[src/rtl/cache_fill_arbiter_if.sv]
// cache_fill_arbiter_if: request, memory and fill-side signals of the block-fill arbiter
//   master: arbiter side (takes miss/store requests and read returns, drives memory and fill strobes)
//   slave : environment side (caches, pipeline, memory)
interface cache_fill_arbiter_if #(parameter int ADDR_W = 16, parameter int DATA_W = 16);
  logic              i_miss_req;
  logic [ADDR_W-1:0] i_miss_addr;
  logic              d_miss_req;
  logic [ADDR_W-1:0] d_miss_addr;
  logic              d_wr_req;
  logic [ADDR_W-1:0] d_wr_addr;
  logic [DATA_W-1:0] d_wr_data;
  logic              mem_en;
  logic              mem_wr;
  logic [ADDR_W-1:0] mem_addr;
  logic [DATA_W-1:0] mem_wdata;
  logic              mem_valid;
  logic [DATA_W-1:0] mem_rdata;
  logic              fill_we_i;
  logic              fill_we_d;
  logic [2:0]        fill_idx;
  logic [DATA_W-1:0] fill_data;
  logic              fill_done_i;
  logic              fill_done_d;
  logic              d_wr_ack;
  logic              stall_i;
  logic              stall_d;
  modport master (
    input  i_miss_req, i_miss_addr, d_miss_req, d_miss_addr, d_wr_req, d_wr_addr, d_wr_data,
           mem_valid, mem_rdata,
    output mem_en, mem_wr, mem_addr, mem_wdata, fill_we_i, fill_we_d, fill_idx, fill_data,
           fill_done_i, fill_done_d, d_wr_ack, stall_i, stall_d
  );
  modport slave (
    output i_miss_req, i_miss_addr, d_miss_req, d_miss_addr, d_wr_req, d_wr_addr, d_wr_data,
           mem_valid, mem_rdata,
    input  mem_en, mem_wr, mem_addr, mem_wdata, fill_we_i, fill_we_d, fill_idx, fill_data,
           fill_done_i, fill_done_d, d_wr_ack, stall_i, stall_d
  );
endinterface

[src/rtl/cache_fill_arbiter.sv]
// cache_fill_arbiter: shares main memory between I/D block fills and D write-through stores
//   clk, rst_n : clock, asynchronous active-low reset
//   bus        : requests, memory port, fill strobes and stalls (cache_fill_arbiter_if.master)
module cache_fill_arbiter #(
  parameter int ADDR_W  = 16,
  parameter int DATA_W  = 16,
  parameter int WORDS   = 8,
  parameter int MEM_LAT = 4
) (
  input logic clk,
  input logic rst_n,
  cache_fill_arbiter_if.master bus
);
  localparam int IW = $clog2(WORDS + 1);
  localparam int RW = $clog2(WORDS);
  if (WORDS != 8 || DATA_W != 16 || MEM_LAT < 1) begin : g_bad_cfg
    $error("cache_fill_arbiter: block must be 8 x 16-bit words and MEM_LAT >= 1");
  end
  typedef enum logic [1:0] {IDLE, FILL, DONE} state_t;
  state_t            r_state;
  logic              r_owner;
  logic [ADDR_W-1:0] r_base;
  logic [IW-1:0]     r_issue_cnt;
  logic [RW-1:0]     r_ret_cnt;
  logic              w_idle, w_fill, w_done, w_wr, w_issue, w_ret;
  logic [ADDR_W-1:0] w_miss_addr;
  // Qualifying with rst_n forces every output low while reset is held.
  always_comb begin
    w_idle      = rst_n && r_state == IDLE;
    w_fill      = rst_n && r_state == FILL;
    w_done      = rst_n && r_state == DONE;
    w_wr        = w_idle && bus.d_wr_req;
    w_issue     = w_fill && r_issue_cnt < IW'(WORDS);
    w_ret       = w_fill && bus.mem_valid;
    w_miss_addr = bus.d_miss_req ? bus.d_miss_addr : bus.i_miss_addr;
  end
  assign bus.mem_en      = w_wr | w_issue;
  assign bus.mem_wr      = w_wr;
  assign bus.mem_addr    = w_wr ? bus.d_wr_addr : w_issue ? r_base + (ADDR_W'(r_issue_cnt) << 1) : '0;
  assign bus.mem_wdata   = w_wr ? bus.d_wr_data : '0;
  assign bus.fill_we_i   = w_ret & ~r_owner;
  assign bus.fill_we_d   = w_ret & r_owner;
  assign bus.fill_idx    = w_ret ? r_ret_cnt : '0;
  assign bus.fill_data   = w_ret ? bus.mem_rdata : '0;
  assign bus.fill_done_i = w_done & ~r_owner;
  assign bus.fill_done_d = w_done & r_owner;
  assign bus.d_wr_ack    = w_wr;
  assign bus.stall_i     = rst_n & bus.i_miss_req & ~bus.fill_done_i;
  assign bus.stall_d     = rst_n & ((bus.d_miss_req & ~bus.fill_done_d) | (bus.d_wr_req & ~bus.d_wr_ack));
  always_ff @(posedge clk or negedge rst_n) begin
    if (!rst_n) begin
      r_state     <= IDLE;
      r_owner     <= 1'b0;
      r_base      <= '0;
      r_issue_cnt <= '0;
      r_ret_cnt   <= '0;
    end else begin
      case (r_state)
        IDLE: if (!bus.d_wr_req && (bus.d_miss_req || bus.i_miss_req)) begin
          r_state     <= FILL;
          r_owner     <= bus.d_miss_req;
          r_base      <= {w_miss_addr[ADDR_W-1:4], 4'b0};
          r_issue_cnt <= '0;
          r_ret_cnt   <= '0;
        end
        FILL: begin
          if (w_issue) r_issue_cnt <= r_issue_cnt + 1'b1;
          if (bus.mem_valid) begin
            r_ret_cnt <= r_ret_cnt + 1'b1;
            if (r_ret_cnt == RW'(WORDS - 1)) r_state <= DONE;
          end
        end
        default: r_state <= IDLE;
      endcase
    end
  end
endmodule

[src/flat_wrapper.sv]
// flat-port wrapper written by rule: the top's interface ports become plain ports
module cache_fill_arbiter_flat 
#(
  parameter int ADDR_W  = 16,
  parameter int DATA_W  = 16,
  parameter int WORDS   = 8,
  parameter int MEM_LAT = 4
)
  (clk, rst_n, bus_i_miss_req, bus_i_miss_addr, bus_d_miss_req, bus_d_miss_addr, bus_d_wr_req, bus_d_wr_addr, bus_d_wr_data, bus_mem_valid, bus_mem_rdata, bus_mem_en, bus_mem_wr, bus_mem_addr, bus_mem_wdata, bus_fill_we_i, bus_fill_we_d, bus_fill_idx, bus_fill_data, bus_fill_done_i, bus_fill_done_d, bus_d_wr_ack, bus_stall_i, bus_stall_d);
  cache_fill_arbiter_if #(.ADDR_W(ADDR_W), .DATA_W(DATA_W)) bus_i ();
  input logic clk;
  input logic rst_n;
  input wire logic [$bits(bus_i.i_miss_req)-1:0] bus_i_miss_req;
  input wire logic [$bits(bus_i.i_miss_addr)-1:0] bus_i_miss_addr;
  input wire logic [$bits(bus_i.d_miss_req)-1:0] bus_d_miss_req;
  input wire logic [$bits(bus_i.d_miss_addr)-1:0] bus_d_miss_addr;
  input wire logic [$bits(bus_i.d_wr_req)-1:0] bus_d_wr_req;
  input wire logic [$bits(bus_i.d_wr_addr)-1:0] bus_d_wr_addr;
  input wire logic [$bits(bus_i.d_wr_data)-1:0] bus_d_wr_data;
  input wire logic [$bits(bus_i.mem_valid)-1:0] bus_mem_valid;
  input wire logic [$bits(bus_i.mem_rdata)-1:0] bus_mem_rdata;
  output wire logic [$bits(bus_i.mem_en)-1:0] bus_mem_en;
  output wire logic [$bits(bus_i.mem_wr)-1:0] bus_mem_wr;
  output wire logic [$bits(bus_i.mem_addr)-1:0] bus_mem_addr;
  output wire logic [$bits(bus_i.mem_wdata)-1:0] bus_mem_wdata;
  output wire logic [$bits(bus_i.fill_we_i)-1:0] bus_fill_we_i;
  output wire logic [$bits(bus_i.fill_we_d)-1:0] bus_fill_we_d;
  output wire logic [$bits(bus_i.fill_idx)-1:0] bus_fill_idx;
  output wire logic [$bits(bus_i.fill_data)-1:0] bus_fill_data;
  output wire logic [$bits(bus_i.fill_done_i)-1:0] bus_fill_done_i;
  output wire logic [$bits(bus_i.fill_done_d)-1:0] bus_fill_done_d;
  output wire logic [$bits(bus_i.d_wr_ack)-1:0] bus_d_wr_ack;
  output wire logic [$bits(bus_i.stall_i)-1:0] bus_stall_i;
  output wire logic [$bits(bus_i.stall_d)-1:0] bus_stall_d;
  assign bus_i.i_miss_req = bus_i_miss_req;
  assign bus_i.i_miss_addr = bus_i_miss_addr;
  assign bus_i.d_miss_req = bus_d_miss_req;
  assign bus_i.d_miss_addr = bus_d_miss_addr;
  assign bus_i.d_wr_req = bus_d_wr_req;
  assign bus_i.d_wr_addr = bus_d_wr_addr;
  assign bus_i.d_wr_data = bus_d_wr_data;
  assign bus_i.mem_valid = bus_mem_valid;
  assign bus_i.mem_rdata = bus_mem_rdata;
  assign bus_mem_en = bus_i.mem_en;
  assign bus_mem_wr = bus_i.mem_wr;
  assign bus_mem_addr = bus_i.mem_addr;
  assign bus_mem_wdata = bus_i.mem_wdata;
  assign bus_fill_we_i = bus_i.fill_we_i;
  assign bus_fill_we_d = bus_i.fill_we_d;
  assign bus_fill_idx = bus_i.fill_idx;
  assign bus_fill_data = bus_i.fill_data;
  assign bus_fill_done_i = bus_i.fill_done_i;
  assign bus_fill_done_d = bus_i.fill_done_d;
  assign bus_d_wr_ack = bus_i.d_wr_ack;
  assign bus_stall_i = bus_i.stall_i;
  assign bus_stall_d = bus_i.stall_d;
  cache_fill_arbiter #(.ADDR_W(ADDR_W), .DATA_W(DATA_W), .WORDS(WORDS), .MEM_LAT(MEM_LAT)) u_core (.clk(clk), .rst_n(rst_n), .bus(bus_i));
endmodule
[config.mk]
export PLATFORM = sky130hd
export DESIGN_NAME = cache_fill_arbiter_flat
export DESIGN_NICKNAME = d
export VERILOG_FILES = /design/src/rtl/cache_fill_arbiter_if.sv /design/src/rtl/cache_fill_arbiter.sv /design/src/flat_wrapper.sv
export SDC_FILE = /design/constraint.sdc
export NUM_CORES = 1
export LEC_CHECK = 0
export ABC_CLOCK_PERIOD_IN_PS = 3460
export CAP_MARGIN = 20
export CORE_ASPECT_RATIO = 1.1
export CORE_MARGIN = 1
export CORE_UTILIZATION = 40
export CTS_BUF_LIST = sky130_fd_sc_hd__clkbuf_8
export DETAILED_ROUTE_END_ITERATION = 8
export DONT_BUFFER_PORTS = 1
export SYNTH_ARGS = -nofsm -noshare
export SYNTH_HDL_FRONTEND = slang
export SYNTH_SLANG_ARGS = --single-unit
export TNS_END_PERCENT = 1
[constraint.sdc]
create_clock -name clk -period 3.46 [get_ports clk]
set_input_delay 0.346 -clock clk [delete_from_list [all_inputs] [get_ports clk]]
set_output_delay 0.346 -clock clk [all_outputs]
set_load 0.05 [all_outputs]
==> results.txt <==
The flow ran to the end, and the final reports show no timing, DRC or antenna violations. The final instance area was 1890 µm². The area of the core is 4350 µm², and the final critical-path share of the clock period is 0.754.

The worst-case clock skew is 0.00835 ns. The area growth from synthesis to layout is 3.15%. The power after layout came out at 1.59 mW. The simple-gate share of the synthesized area is 0.329, and the global-route wire length before repair is 5.78 mm.

In the detailed route, the total length drawn on met2 is 1.91 mm. After floorplanning, the core was divided into 25 placement rows. The number of failing hold endpoints at the final stage was 0; the synthesized net count was 295.

The cell sitting at the root of the clock tree is a clkbuf_8. The first detailed-routing pass took 4 iterations. The number of antenna diodes came out at 0.

The fraction of layout cells with a size suffix above 1 was 0.137; the pin count of the biggest net entering global routing was 31. The worst setup path is launched from a flip-flop. The number of antenna violations at the first check in global routing is 0, and the worst stage delay on the critical path is 0.64 ns.

The run gives 0.892 nW as the static leakage. The logs give 0.258 mV for the worst-case vdd ir drop and 2 for the maximum buffer depth of the clock tree. The tightest hold path in the finished design has a slack of 0.213 ns. The adder-cell share of the synthesized area is 0.0342. The routed design uses 276 µm of met3 wire. TritonCTS built the clock tree.

Critical path launch point: u_core.r_state[0]. The tools report the number of max-cap violations as 0. For the initial core utilization, the log shows 0.420. The height of the die works out to 72.9 µm. The startpoint identified for the worst register-to-register timing path is u_core.r_state[1].

The cell with the largest stage delay on the worst path was and4bb_2. The synthesized area per cell is 8.96 µm². The number of H-tree levels was 1. The critical path goes through and4bb_2, buf_4, and2_1. Measured in cells, the most critical reg-to-reg path has a length of 4. Static timing analysis puts the maximum clock frequency at 383 MHz. The floorplan step defined a die boundary enclosing 4840 µm². Counting buffers and inverters, the worst setup path is 3 cells deep. The critical path arrival came out at 2.26 ns. The sequential fraction of the synthesis area was 0.301. The synthesized netlist occupies a cell area of 1830 µm². The warning count from the yosys run was 0; the count of different cell masters after synthesis was 37.

For the number of top-level pins, the log shows 146. The tools report the synthesized instance count as 204. The path class of the lowest-slack min-delay path is in -> reg.

After synthesis, the cell types taking the most area are dfrtp_1 30%, and2_1 13%, a22o_1 7.2%. The number of buffers inserted during clock tree synthesis is 3, and the number of global-route vias before repair is 1214. The overall fraction of global-route tracks in use was 0.161. In the routed layout, each cell is associated on average with a via count of 5.71. The most used flip-flop cell after synthesis is dfrtp_1. The largest total area in the synthesized netlist belongs to dfrtp_1. The endpoint of the most critical register-to-register path was u_core.r_issue_cnt[2]. Global routing finished with a remaining overflow of 0.

For the pin with the worst max-slew slack, the measured transition is 1.08 ns. The worst reg-to-reg setup slack came out at 1.82 ns. Yosys instantiated no cell more often than and2_1.

The detailed router finished its first iteration with 45 violations. The number of buffers inserted by port buffering is 0. The share of the synthesized area in the top cell type works out to 0.301. Main combinational cell family by area after synthesis: simple AND/OR/NAND/NOR gates. The count of buffering cells on the critical path with inverters included is 1, and the total power divided by cell area is 843 nW/µm².

For this run, design rule violations remaining after detail routing come to 0. In this run the worst path has a maximum fanout of 29. The aggregate routed wire length is 3.95 mm, and the clock insertion delay at the later pin of the skew report is 0.26 ns. The fraction of the mapped netlist area in compound gates was 0.151; the post-layout net count was 290. The length of routed wiring on met1 was 1.74 mm. Setup repair after global routing left no endpoint under its margin. The clock period could shrink to 2.61 ns.

The tree built by TritonCTS fans out to 22 sinks. The placed instances occupy a cell area of 1820 µm². Worst setup path endpoint: bus_mem_wdata[12]. After legalization and detailed placement, the total HPWL measured 3.09 mm. STA classifies the critical path endpoint as a primary output. For the via total after detailed routing, the log shows 1433. Type of the worst setup path: reg -> out.

The width of the chip is 66.5 µm. The share of synthesized flip-flops with an asynchronous set or reset is 1.00. The multiplexer area fraction after synthesis was 0.0712; the quantity of gates resized following cts was 0. The setup TNS came out at 0 ns. The clock slew seen by the registers of the worst setup and hold paths works out to 0.08 ns.

The post-route antenna net violation count was 0. The top metal layer carrying routed signals is met4. The run gives 0 as the setup violation total in the final timing report. By count the netlist is led by 37 x and2_1, 28 x nand2_1, 22 x dfrtp_1, 15 x a22o_1. The congestion estimate from routability-driven global placement came to 0.732. Max-slew violation count: 0. The parity-gate share of the synthesized area counting xor and xnor cells came out at 0.0575. Among cell families on the critical path, the largest total delay comes from simple AND/OR/NAND/NOR gates. In the final routed layout, each cell accounts on average for 15.7 µm. The worst max-slew margin expressed relative to the limit was 0.284; the count of flip-flops with a built-in enable after synthesis was 0.

At the worst endpoint, the required time is 3.11 ns. The flip-flop and latch count after synthesis came out at 22.
-- sequential cells by signal (all words and copies together) (netlist names) --
signal / cells
u_core.r_base: 12
u_core.r_issue_cnt: 4
u_core.r_ret_cnt: 3
u_core.r_state: 2
u_core.r_owner: 1
-- per-stage QoR --
step / util / setup slack (ns) / cells
2_1_floorplan: - / 1.32 / 204
3_3_place_gp: 0.418 / 1.16 / 246
3_5_place_dp: 0.418 / 1.13 / 246
4_1_cts: 0.430 / 0.826 / 250
5_1_grt: 0.434 / 0.698 / 251
6_report: 0.434 / 0.850 / 251
-- kinds of logic (layout without fill, tap and decap cells) --
| logic type | Yosys count | after routing |
|---|---|---|
| flip-flops | 22 | 22 |
| adder cells (fa/ha/maj) | 5 | 5 |
| AO/OA/AOI/OAI | 33 | 33 |
| buffers and inverters | 17 | 10 |
| multiplexers | 13 | 13 |
| AND/OR/NAND/NOR | 102 | 102 |
| XOR/XNOR | 12 | 12 |
-- cell type report --
cell class / count / area, µm²
fill: 450 / 2460
multi-input combinational: 165 / 1170
sequential: 22 / 551
tap: 54 / 67.6
clock buffer: 3 / 41.3
timing repair buffer: 4 / 40.0
inverter: 3 / 11.3
-- worst reg2reg max path, cell delays in order, from the launching register on --
cell and delay [ns]:
dfrtp_1 0.46, and4bb_1 0.70, nand2_1 0.14, xor2_1 0.17
nor2_1 0.06
-- routing by layer --
| metal | vias to the layer above | track usage |
|---|---|---|
| li1 | 690 | - |
| met1 | 654 | 0.209 |
| met2 | 87 | 0.274 |
| met3 | 2 | 0.0234 |
| met4 | 0 | 0.0496 |
| met5 | - | 0 |
-- timing repair --
action                    in CTS  in global routing
buffers inserted               0                  0
hold buffers                   1                  0
hold endpoints to repair      22                  0
-- power breakdown --
group	internal (mW)	total (mW)	switching, mW
Clock	0.0776	0.157	0.0795
Sequential	0.371	0.526	0.155
Combinational	0.241	0.906	0.665
-- worst min path at each step --
stage / start / to / slack (ns) / cells past startpoint
after floorplan: rst_n / u_core.r_base[10] / 0.05 / 0
after global placement: rst_n / u_core.r_base[11] / 0.05 / 0
after detailed placement: rst_n / u_core.r_base[11] / 0.05 / 0
after CTS: bus_mem_valid / u_core.r_ret_cnt[1] / 0.21 / 2
after global routing: bus_mem_valid / u_core.r_ret_cnt[1] / 0.21 / 2
final: bus_mem_valid / u_core.r_ret_cnt[1] / 0.21 / 2
-- cell usage in the layout (no fill, tap or decap), types with 2 or more instances in the layout --
| master | synthesis | routed |
|---|---|---|
| a22o_1 | 15 | 15 |
| and2_1 | 37 | 37 |
| and3_1 | 2 | 2 |
| and4bb_2 | 1 | 2 |
| buf_4 | 2 | 2 |
| clkbuf_8 | 0 | 3 |
| dfrtp_1 | 22 | 22 |
| ha_1 | 5 | 5 |
| inv_1 | 3 | 3 |
| mux2i_1 | 13 | 13 |
| nand2_1 | 28 | 28 |
| nand3_1 | 8 | 8 |
| nor2_1 | 9 | 9 |
| nor2b_1 | 2 | 2 |
| nor3_1 | 2 | 2 |
| o21ai_2 | 13 | 13 |
| xnor2_1 | 4 | 4 |
| xor2_1 | 8 | 8 |
(Power assumes the default switching activity.)
